$ cat config.mk
export PLATFORM = sky130hd
export DESIGN_NAME = operand_stack_flat
export DESIGN_NICKNAME = d
export VERILOG_FILES = /design/src/rtl/operand_stack_if.sv /design/src/rtl/operand_stack.sv /design/src/flat_wrapper.sv
export SDC_FILE = /design/constraint.sdc
export NUM_CORES = 2
export LEC_CHECK = 0
export BUFFER_PORTS_ARGS = -buffer_cell sky130_fd_sc_hd__buf_2
export CAP_MARGIN = 20
export CORE_MARGIN = 1.5
export CORE_UTILIZATION = 50
export CTS_CLUSTER_DIAMETER = 50
export CTS_CLUSTER_SIZE = 20
export DETAILED_ROUTE_END_ITERATION = 16
export PLACE_DENSITY = 0.67
export RECOVER_POWER = 25
export SLEW_MARGIN = 20
export SYNTH_ARGS = -nofsm -noshare
export SYNTH_HDL_FRONTEND = slang
export SYNTH_SLANG_ARGS = --single-unit
$ cat constraint.sdc
create_clock -name clk -period 19.7 [get_ports clk]
set_input_delay 3.94 -clock clk [delete_from_list [all_inputs] [get_ports clk]]
set_output_delay 3.94 -clock clk [all_outputs]
set_load 0.005 [all_outputs]
$ cat src/rtl/operand_stack_if.sv
// Request/response bundle between the core and its operand stack.
// The stack owns the slave side; the core drives the master side.
interface operand_stack_if #(
    parameter int WIDTH = 64,
    parameter int DEPTH = 16
);
    localparam int CW = $clog2(DEPTH + 1);

    logic             push;
    logic             push_w32;
    logic [WIDTH-1:0] push_data;
    logic [1:0]       pop;
    logic [WIDTH-1:0] result;
    logic [WIDTH-1:0] next;
    logic             result_empty;
    logic             full;
    logic [CW-1:0]    count;
    logic [3:0]       trap;

    modport master (
        output push, push_w32, push_data, pop,
        input  result, next, result_empty, full, count, trap
    );

    modport slave (
        input  push, push_w32, push_data, pop,
        output result, next, result_empty, full, count, trap
    );
endinterface

$ cat src/rtl/operand_stack.sv
// Operand stack: pop 0-2 and push 0-1 entries per cycle, sticky trap.
// Top and next-below-top are exposed combinationally from registered state.
module operand_stack #(
    parameter int WIDTH = 64,
    parameter int DEPTH = 16
) (
    input logic             clk,
    input logic             reset,
    operand_stack_if.slave  bus
);
    localparam int CW = $clog2(DEPTH + 1);
    localparam int AW = $clog2(DEPTH);

    logic [WIDTH-1:0] mem [DEPTH];
    logic [CW-1:0]    sp;
    logic [3:0]       trap_q;
    logic [3:0]       err;
    logic [CW:0]      sum;
    logic             ok;
    logic [AW-1:0]    wr_idx;
    logic [AW-1:0]    top_idx;
    logic [AW-1:0]    nxt_idx;
    logic [WIDTH-1:0] wr_data;

    always_comb begin
        sum = {1'b0, sp} - (CW+1)'(bus.pop) + (CW+1)'(bus.push);
        err = 4'd0;
        // Error priority: illegal pop, then underflow, then overflow
        if (bus.pop == 2'd3)
            err = 4'd3;
        else if ((CW+1)'(bus.pop) > {1'b0, sp})
            err = 4'd1;
        else if (sum > (CW+1)'(DEPTH))
            err = 4'd2;
        ok      = (trap_q == 4'd0) && (err == 4'd0);
        wr_idx  = AW'(sp - CW'(bus.pop));
        top_idx = AW'(sp - CW'(1));
        nxt_idx = AW'(sp - CW'(2));
        wr_data = bus.push_w32 ? WIDTH'(bus.push_data[31:0])
                               : bus.push_data;
    end

    always_ff @(posedge clk) begin
        if (!reset) begin
            sp     <= '0;
            trap_q <= 4'd0;
        end else if (trap_q == 4'd0) begin
            if (err != 4'd0)
                trap_q <= err;
            else
                sp <= sum[CW-1:0];
        end
    end

    // Popped slots keep stale data; the outputs mask them by sp
    always_ff @(posedge clk) begin
        if (reset && ok && bus.push)
            mem[wr_idx] <= wr_data;
    end

    assign bus.result       = (sp != '0) ? mem[top_idx] : '0;
    assign bus.next         = (sp >= CW'(2)) ? mem[nxt_idx] : '0;
    assign bus.result_empty = (sp == '0);
    assign bus.full         = (sp == CW'(DEPTH));
    assign bus.count        = sp;
    assign bus.trap         = trap_q;
endmodule

$ cat src/flat_wrapper.sv
// flat-port wrapper written by rule: the top's interface ports become plain ports
module operand_stack_flat 
#(
    parameter int WIDTH = 64,
    parameter int DEPTH = 16
)
  (clk, reset, bus_push, bus_push_w32, bus_push_data, bus_pop, bus_result, bus_next, bus_result_empty, bus_full, bus_count, bus_trap);
  operand_stack_if #(.WIDTH(WIDTH), .DEPTH(DEPTH)) bus_i ();
  input logic clk;
  input logic reset;
  input wire logic [$bits(bus_i.push)-1:0] bus_push;
  input wire logic [$bits(bus_i.push_w32)-1:0] bus_push_w32;
  input wire logic [$bits(bus_i.push_data)-1:0] bus_push_data;
  input wire logic [$bits(bus_i.pop)-1:0] bus_pop;
  output wire logic [$bits(bus_i.result)-1:0] bus_result;
  output wire logic [$bits(bus_i.next)-1:0] bus_next;
  output wire logic [$bits(bus_i.result_empty)-1:0] bus_result_empty;
  output wire logic [$bits(bus_i.full)-1:0] bus_full;
  output wire logic [$bits(bus_i.count)-1:0] bus_count;
  output wire logic [$bits(bus_i.trap)-1:0] bus_trap;
  assign bus_i.push = bus_push;
  assign bus_i.push_w32 = bus_push_w32;
  assign bus_i.push_data = bus_push_data;
  assign bus_i.pop = bus_pop;
  assign bus_result = bus_i.result;
  assign bus_next = bus_i.next;
  assign bus_result_empty = bus_i.result_empty;
  assign bus_full = bus_i.full;
  assign bus_count = bus_i.count;
  assign bus_trap = bus_i.trap;
  operand_stack #(.WIDTH(WIDTH), .DEPTH(DEPTH)) u_core (.clk(clk), .reset(reset), .bus(bus_i));
endmodule
Yosys cells after proc, flatten, opt, wreduce, memory -nomap -nowiden
Memories as Yosys holds them, arrays and structs flattened.
Index checks and enable logic that the tools add are counted.
{"block": "totals", "elab_cells": 32, "mem_bits_ro": 0, "output_inout_bits": 139, "mem_count": 1, "latchBits": 0, "regBits": 9, "input_bits": 70, "ramBits": 1024}
{"block": "op_classes", "bitwise": 1, "magnitude_cmp": 3, "muxes": 8, "n_reduce_logical": 10, "n_eq_ne": 2, "div_mod_pow": 0, "multipliers": 0, "n_shift": 0, "addsub": 5}
{"name": "u_core.mem", "depth": 16, "word_bits": 64, "rd": 2, "rd_ports_with_merged_regs": 0, "wr": 1, "line_no": "operand_stack.sv:14", "text": "logic [WIDTH-1:0] mem [DEPTH];"}
{"op": "two-way mux 64 bit", "n": 3}
{"op": "zero test 4 bit", "n": 2}
{"op": "two-way mux 4 bit", "n": 2}
{"op": "adder 6 x 1 -> 6 bit", "n": 1}
{"op": "> comparator 6 x 5 -> 1 bit, second input constant", "n": 1}
{"op": "subtractor 5 x 2 -> 6 bit", "n": 1}
{"op": "equality test 5 bit, second input constant", "n": 1}
{"op": ">= comparator 5 x 2 -> 1 bit, second input constant", "n": 1}
{"op": "> comparator 2 x 5 -> 1 bit", "n": 1}
{"op": "zero test 5 bit", "n": 1}
{"op": "nonzero test 5 bit", "n": 1}
{"op": "AND reduction 2 bit", "n": 2}
{"op": "nonzero test 4 bit", "n": 1}
{"op": "subtractor 4 x 1 -> 4 bit, second input constant", "n": 1}
{"op": "subtractor 4 x 2 -> 4 bit", "n": 1}
{"op": "subtractor 4 x 2 -> 4 bit, second input constant", "n": 1}
{"op": "logical AND 1 bit", "n": 3}
{"op": "equality test 2 bit, second input constant", "n": 1}
{"op": "two-way mux 1 bit", "n": 2}
{"op": "two-way mux 2 bit", "n": 1}
{"op": "NOT 1 bit", "n": 1}

Logic depth before layout (Yosys ltp)
{"block": "depth", "depth_word": 12, "ltp_mapped": 15, "depth_no_buf": 10}

Worst setup path after synthesis
OpenSTA, ideal clock, no wires.
{"block": "synth_path", "kind": "input to register", "from": "in bus_pop[0]", "to": "mem u_core.mem[15][0], enable pin", "path_buffers": 1, "t_required_ns": 19.056, "setup_slack_ns": 6.959, "setup_ns": 0.644, "arrival_ns": 12.096, "stages": 10, "path_cell_list": "ha_1 -> inv_1 -> ha_1 -> fa_1 -> or2_2 -> a311o_1 -> a21oi_1 -> o211ai_1 -> buf_2 -> nor4_1"}
{"block": "synth_between", "elab_chain_len": 12, "elab_cells_between_ends": 15, "cone_classes": "add/sub (3); order compare (2); eq/ne (1); mux (5); reduce/logical (4)"}
{"element": "start, declared", "line_no": "flat_wrapper.sv:14", "text": "input wire logic [$bits(bus_i.pop)-1:0] bus_pop;"}
{"element": "subtractor 5 x 2 -> 6 bit", "line_no": "operand_stack.sv:26", "text": "sum = {1'b0, sp} - (CW+1)'(bus.pop) + (CW+1)'(bus.push);"}
{"element": "adder 6 x 1 -> 6 bit", "line_no": "operand_stack.sv:26"}
{"element": "named net u_core.sum[1]", "line_no": "operand_stack.sv:18", "text": "logic [CW:0] sum;"}
{"element": "> comparator 6 x 5 -> 1 bit", "line_no": "operand_stack.sv:33", "text": "else if (sum > (CW+1)'(DEPTH))"}
{"element": "two-way mux 2 bit", "line_no": "operand_stack.sv:33"}
{"element": "two-way mux 4 bit", "line_no": "operand_stack.sv:31", "text": "else if ((CW+1)'(bus.pop) > {1'b0, sp})"}
{"element": "two-way mux 4 bit", "line_no": "operand_stack.sv:29", "text": "if (bus.pop == 2'd3)"}
{"element": "zero test 4 bit", "line_no": "operand_stack.sv:35", "text": "ok = (trap_q == 4'd0) && (err == 4'd0);"}
{"element": "logical AND 1 bit", "line_no": "operand_stack.sv:35"}
{"element": "logical AND 1 bit (2 in series)", "line_no": "operand_stack.sv:57", "text": "if (reset && ok && bus.push)"}
{"element": "two-way mux 1 bit", "line_no": "operand_stack.sv:57"}
{"element": "two-way mux 1 bit (implied by the code)", "line_no": "operand_stack.sv:58", "text": "mem[wr_idx] <= wr_data;"}
{"element": "end, declared", "line_no": "operand_stack.sv:14"}
The timed path passes the listed nets, and every way through them passes these cells.

Final worst setup path
{"block": "layout_path", "from": "reg u_core.sp[1], in the netlist u_core.bus.count[1]", "to": "out bus_next[11]"}
{"block": "layout_between", "elab_chain_len": 3, "elab_cells_between_ends": 4, "cone_classes": "add/sub (1); order compare (1); mux (1); memory (1)"}
{"element": "start, declared", "line_no": "operand_stack.sv:15", "text": "logic [CW-1:0] sp;"}
{"element": "start signal, assigned", "line_no": "operand_stack.sv:51", "text": "sp <= sum[CW-1:0];"}
{"element": "subtractor 4 x 2 -> 4 bit", "line_no": "operand_stack.sv:38", "text": "nxt_idx = AW'(sp - CW'(2));"}
{"element": "memory (16 x 64 bit)"}
{"element": "two-way mux 64 bit (*)", "line_no": "operand_stack.sv:62", "text": "assign bus.next = (sp >= CW'(2)) ? mem[nxt_idx] : '0;"}
{"element": "end, declared", "line_no": "flat_wrapper.sv:16", "text": "output wire logic [$bits(bus_i.next)-1:0] bus_next;"}
Mark *: on every way between the ends. The rest lies on a longest branch, timed or not.

==> out/results.txt <==
The flow ran to the end, but the final reports show violations. The final reports fail on capacitance limit, slew limit. The tools report the portion of the post-synthesis area used by sequential elements as 63.8%.

After Yosys synthesis, and, or, nand and nor cells account for 2.85% of the synthesized area. In this run the core area contains 113 standard-cell rows. After clock tree synthesis, the setup repair step added 0 buffers.

Multiplexer cells account for 28.2% of the synthesized area. The analysis attributes to cell leakage a power of 16.5 nW. Worst stage delay on the critical path: 940 ps. For this run, the post-layout net count is 2561.

The critical path startpoint was u_core.bus.count[1]. The hold-critical path endpoint is u_core.bus.trap[0]. TritonCTS created 114 clock buffers. For the final-report max-slew violation count, the log shows 33.

The number of cells on the worst reg-to-reg path is 10. The number of flip-flops and latches in the synthesized netlist came out at 1031. The class of the tightest hold or removal check is reg2reg.

The summed instance area of the synthesized netlist is 48400 um2, and the total number of vias is 25900. Synthesis produced 2274 cells. The detailed router finished its first iteration with 3029 violations.

By count the netlist is led by sky130_fd_sc_hd__edfxtp_1 (1024), sky130_fd_sc_hd__mux4_2 (576), sky130_fd_sc_hd__nor2b_1 (165), sky130_fd_sc_hd__a211oi_1 (128), sky130_fd_sc_hd__clkbuf_1 (104). The hold path depth is 1, and the share of synthesized flip-flops with an asynchronous set or reset is 0%. The mean instance size in the synthesized netlist was 21.3 um2. In the final routed layout, each cell accounts on average for 32.4 um.

For the highest clock rate, the log shows 0.104 GHz. Leading area contributor after synthesis: sky130_fd_sc_hd__edfxtp_1. The worst path in the final design needs a cycle of 9630 ps, including I/O delays and setup. The clock passes through at most 3 buffers. The synthesized netlist devotes 2.25% of its cell area to compound gates. The worst pin sits at a relative slew slack of -91.2%. TritonCTS built the clock tree. The largest individual stage delay along the critical path comes from the cell sky130_fd_sc_hd__dfxtp_4. The total of cells resized after clock tree synthesis came out at 0.

The worst setup path is of the reg2out kind. The via-per-instance ratio was 6.74; the count of buffers inserted at the top-level ports was 206. Summing the areas of all fa, ha and maj instances in the mapped netlist gives 0.548% of the synthesized area.

For this run, the leading register cell type out of synthesis is sky130_fd_sc_hd__edfxtp_1. The maximum number of pins on one net before global-route repair was 147; the final period utilization was 48.9%. The detail route stage leaves a number of antenna-violating nets equal to 0. Number of sinks driven by the clock tree: 1031. The startpoint of the most critical hold path was u_core.bus.trap[0]. Once the floorplan was initialized, standard cells occupied 50.7% of the core. Setup repair after global routing left no endpoint under its margin.

Traced cell by cell, the critical path runs through inv_1 > ha_4 > buf_4 > buf_16 > buf_4 > mux4_2 > mux4_2 > nor2b_1 > buf_2. The width of the chip is 314 um. The layout overhead on the synthesized area was 12.9%; the number of antenna violations at the first check in global routing was 9.

The number of primary I/O pins is 209. The sum of negative setup slack is 0 ps. Setup violations remaining at the end of the flow were counted as 0. Clock tree synthesis selected as its root buffer the cell sky130_fd_sc_hd__clkbuf_16. Of the total synthesized cell area, the portion taken by XOR and XNOR cells is 0.184%.

The arrival time reported for the critical path endpoint was 5690 ps; the peak supply drop was 82.4 uV. In the global route stage, overall resource usage came out at 25.5%. The largest family of logic cells by synthesized area is multiplexers.

Along the worst path, the maximum fanout reaches 56. The portion of synthesized cell area occupied by the leading cell type was 63.5%; the area of the core was 95400 um2. Summed over all layers, the global routing overflow is 0.

For the count of endpoints failing hold in the final timing report, the log shows 0. Cell type group with the largest total delay on the critical path: buffers and inverters. Detailed placement ended at an HPWL of 65200 um. During synthesis, Yosys emitted a total of 0 warnings. The worst register-to-register path begins at u_core.bus.count[1].

Ranked by total cell area, the synthesized netlist is headed by sky130_fd_sc_hd__edfxtp_1 (64%), sky130_fd_sc_hd__mux4_2 (27%), sky130_fd_sc_hd__nor2b_1 (2.1%), sky130_fd_sc_hd__a211oi_1 (2.0%), sky130_fd_sc_hd__mux2i_1 (1.4%). The run gives 0.00510 W as the final total power. The endpoint class of the critical path is an output port.

The most common cell in the synthesized netlist is sky130_fd_sc_hd__edfxtp_1. For this run, design rule violations remaining after detail routing come to 0. In this run the vertical extent of the chip is 314 um. At the end of routability-driven placement, the weighted congestion stood at 0.767. In this run, post-CTS hold repair placed 0 buffers. The worst endpoint required time is 15760 ps. Register-to-register setup slack: 13810 ps. The logs give 3 for the depth of the CTS H-tree and 98600 um2 for the area of the die. The share of final-layout standard cells stronger than drive strength 1 is 40.3%, and the number of iterations in the first detailed-routing pass is 5. The final clock skew is 25.7 ps, and the clock slew at the register clock pins of the worst setup and hold paths is 50 ps. The wire length of the first global-routing pass came out at 181000 um.

The critical path contains buffers and inverters numbering 5 combined. The tools report the total detailed-routing wirelength as 124000 um. The tools report the count of unique library cells instantiated by Yosys as 49.

The worst hold slack is 532 ps. Critical register-to-register path endpoint: u_core.mem[4][19]. The via count of the first global-routing pass was 26900; the number of enable-type register cells in the synthesized netlist was 1024.

STA classifies the critical path startpoint as a register. The total of max-cap violations came out at 1. The clock latency of the later-clocked register in the worst-skew pair was 720 ps; the power density over cell area was 93.2 nW/um2.

The slew of the pin with the lowest slew margin works out to 2870 ps.
==> worst reg2reg max path, cell delays in order (launching register included) <==
cell and delay, ps:
sky130_fd_sc_hd__dfxtp_4 940, sky130_fd_sc_hd__inv_1 450, sky130_fd_sc_hd__fa_1 810, sky130_fd_sc_hd__or3b_1 460
sky130_fd_sc_hd__a311o_1 330, sky130_fd_sc_hd__a21oi_1 170, sky130_fd_sc_hd__o211ai_1 240, sky130_fd_sc_hd__buf_4 300
sky130_fd_sc_hd__nor4_2 270, sky130_fd_sc_hd__buf_4 700, sky130_fd_sc_hd__buf_4 820
==> layout by cell type (no fill, tap or decap), drive strengths merged, types with 18 or more instances in the layout <==
cell / count
inv: 44
a211oi: 128
nor2b: 165
clkbuf: 157
nor4: 18
mux2i: 69
buf: 231
mux4: 576
edfxtp: 1024
ha: 18
clkinv: 40
==> how the worst max path moves through the flow <==
| stage | cells after the start | slack [ps] | end |
|---|---|---|---|
| floorplan | 10 | 6960 | u_core.mem[15][0] |
| CTS | 8 | 9840 | bus_next[25] |
| detailed placement | 8 | 10620 | bus_next[25] |
| global placement | 8 | 10690 | bus_next[25] |
| global route | 8 | 9640 | bus_next[19] |
| finish | 9 | 10070 | bus_next[11] |
==> registers in the layout (all words and copies together) (netlist names) <==
signal	count
u_core.mem	1024
u_core.bus.count	5
u_core.bus.trap	2
==> power breakdown <==
group          internal [W]  switching [W]  leakage [nW]  total [W]
Clock               0.00124       0.000942          1.89    0.00218
Combinational      0.000208       0.000285          5.31   0.000493
Sequential          0.00241     0.00000637          9.33    0.00242
Total               0.00386        0.00123          16.5    0.00510
==> final cells by class <==
| cell class | count | area (um2) |
|---|---|---|
| diodes | 3 | 7.51 |
| clock buffers | 123 | 2930 |
| clock inverters | 90 | 998 |
| fillers | 6959 | 40800 |
| inverters | 14 | 52.6 |
| multi-input cells | 1045 | 16700 |
| flip-flops and latches | 1031 | 30900 |
| well taps | 1265 | 1580 |
| repair buffers | 265 | 1520 |
==> per-layer routing <==
layer  GRT usage (%)  vias up  routed length (um)
li1                -    10400                   -
met1            35.4    14000               49000
met2            40.5     1242               60400
met3            4.93      246               10500
met4            9.43        6                4320
met5               0        -                  45
==> stage by stage <==
step / instance area [um2] / util (%) / worst slack [ps] / cells
floorplan: 48400 / - / 6960 / 2275
global placement: 50700 / 53.1 / 10690 / 3618
detailed placement: 50700 / 53.1 / 10620 / 3618
CTS: 54600 / 57.2 / 9840 / 3831
global route: 54700 / 57.3 / 9640 / 3836
finish: 54700 / 57.3 / 10070 / 3836
==> cell families after synthesis <==
logic type / after synthesis
DFF: 1031
muxes: 645
and+or+nand+nor: 224
buffers and inverters: 199
AOI/OAI and AO/OA: 146
adders and majority gates: 20
xor gates and xnor gates: 8
other: 1
No activity file was read; power rests on OpenSTA's default activity.
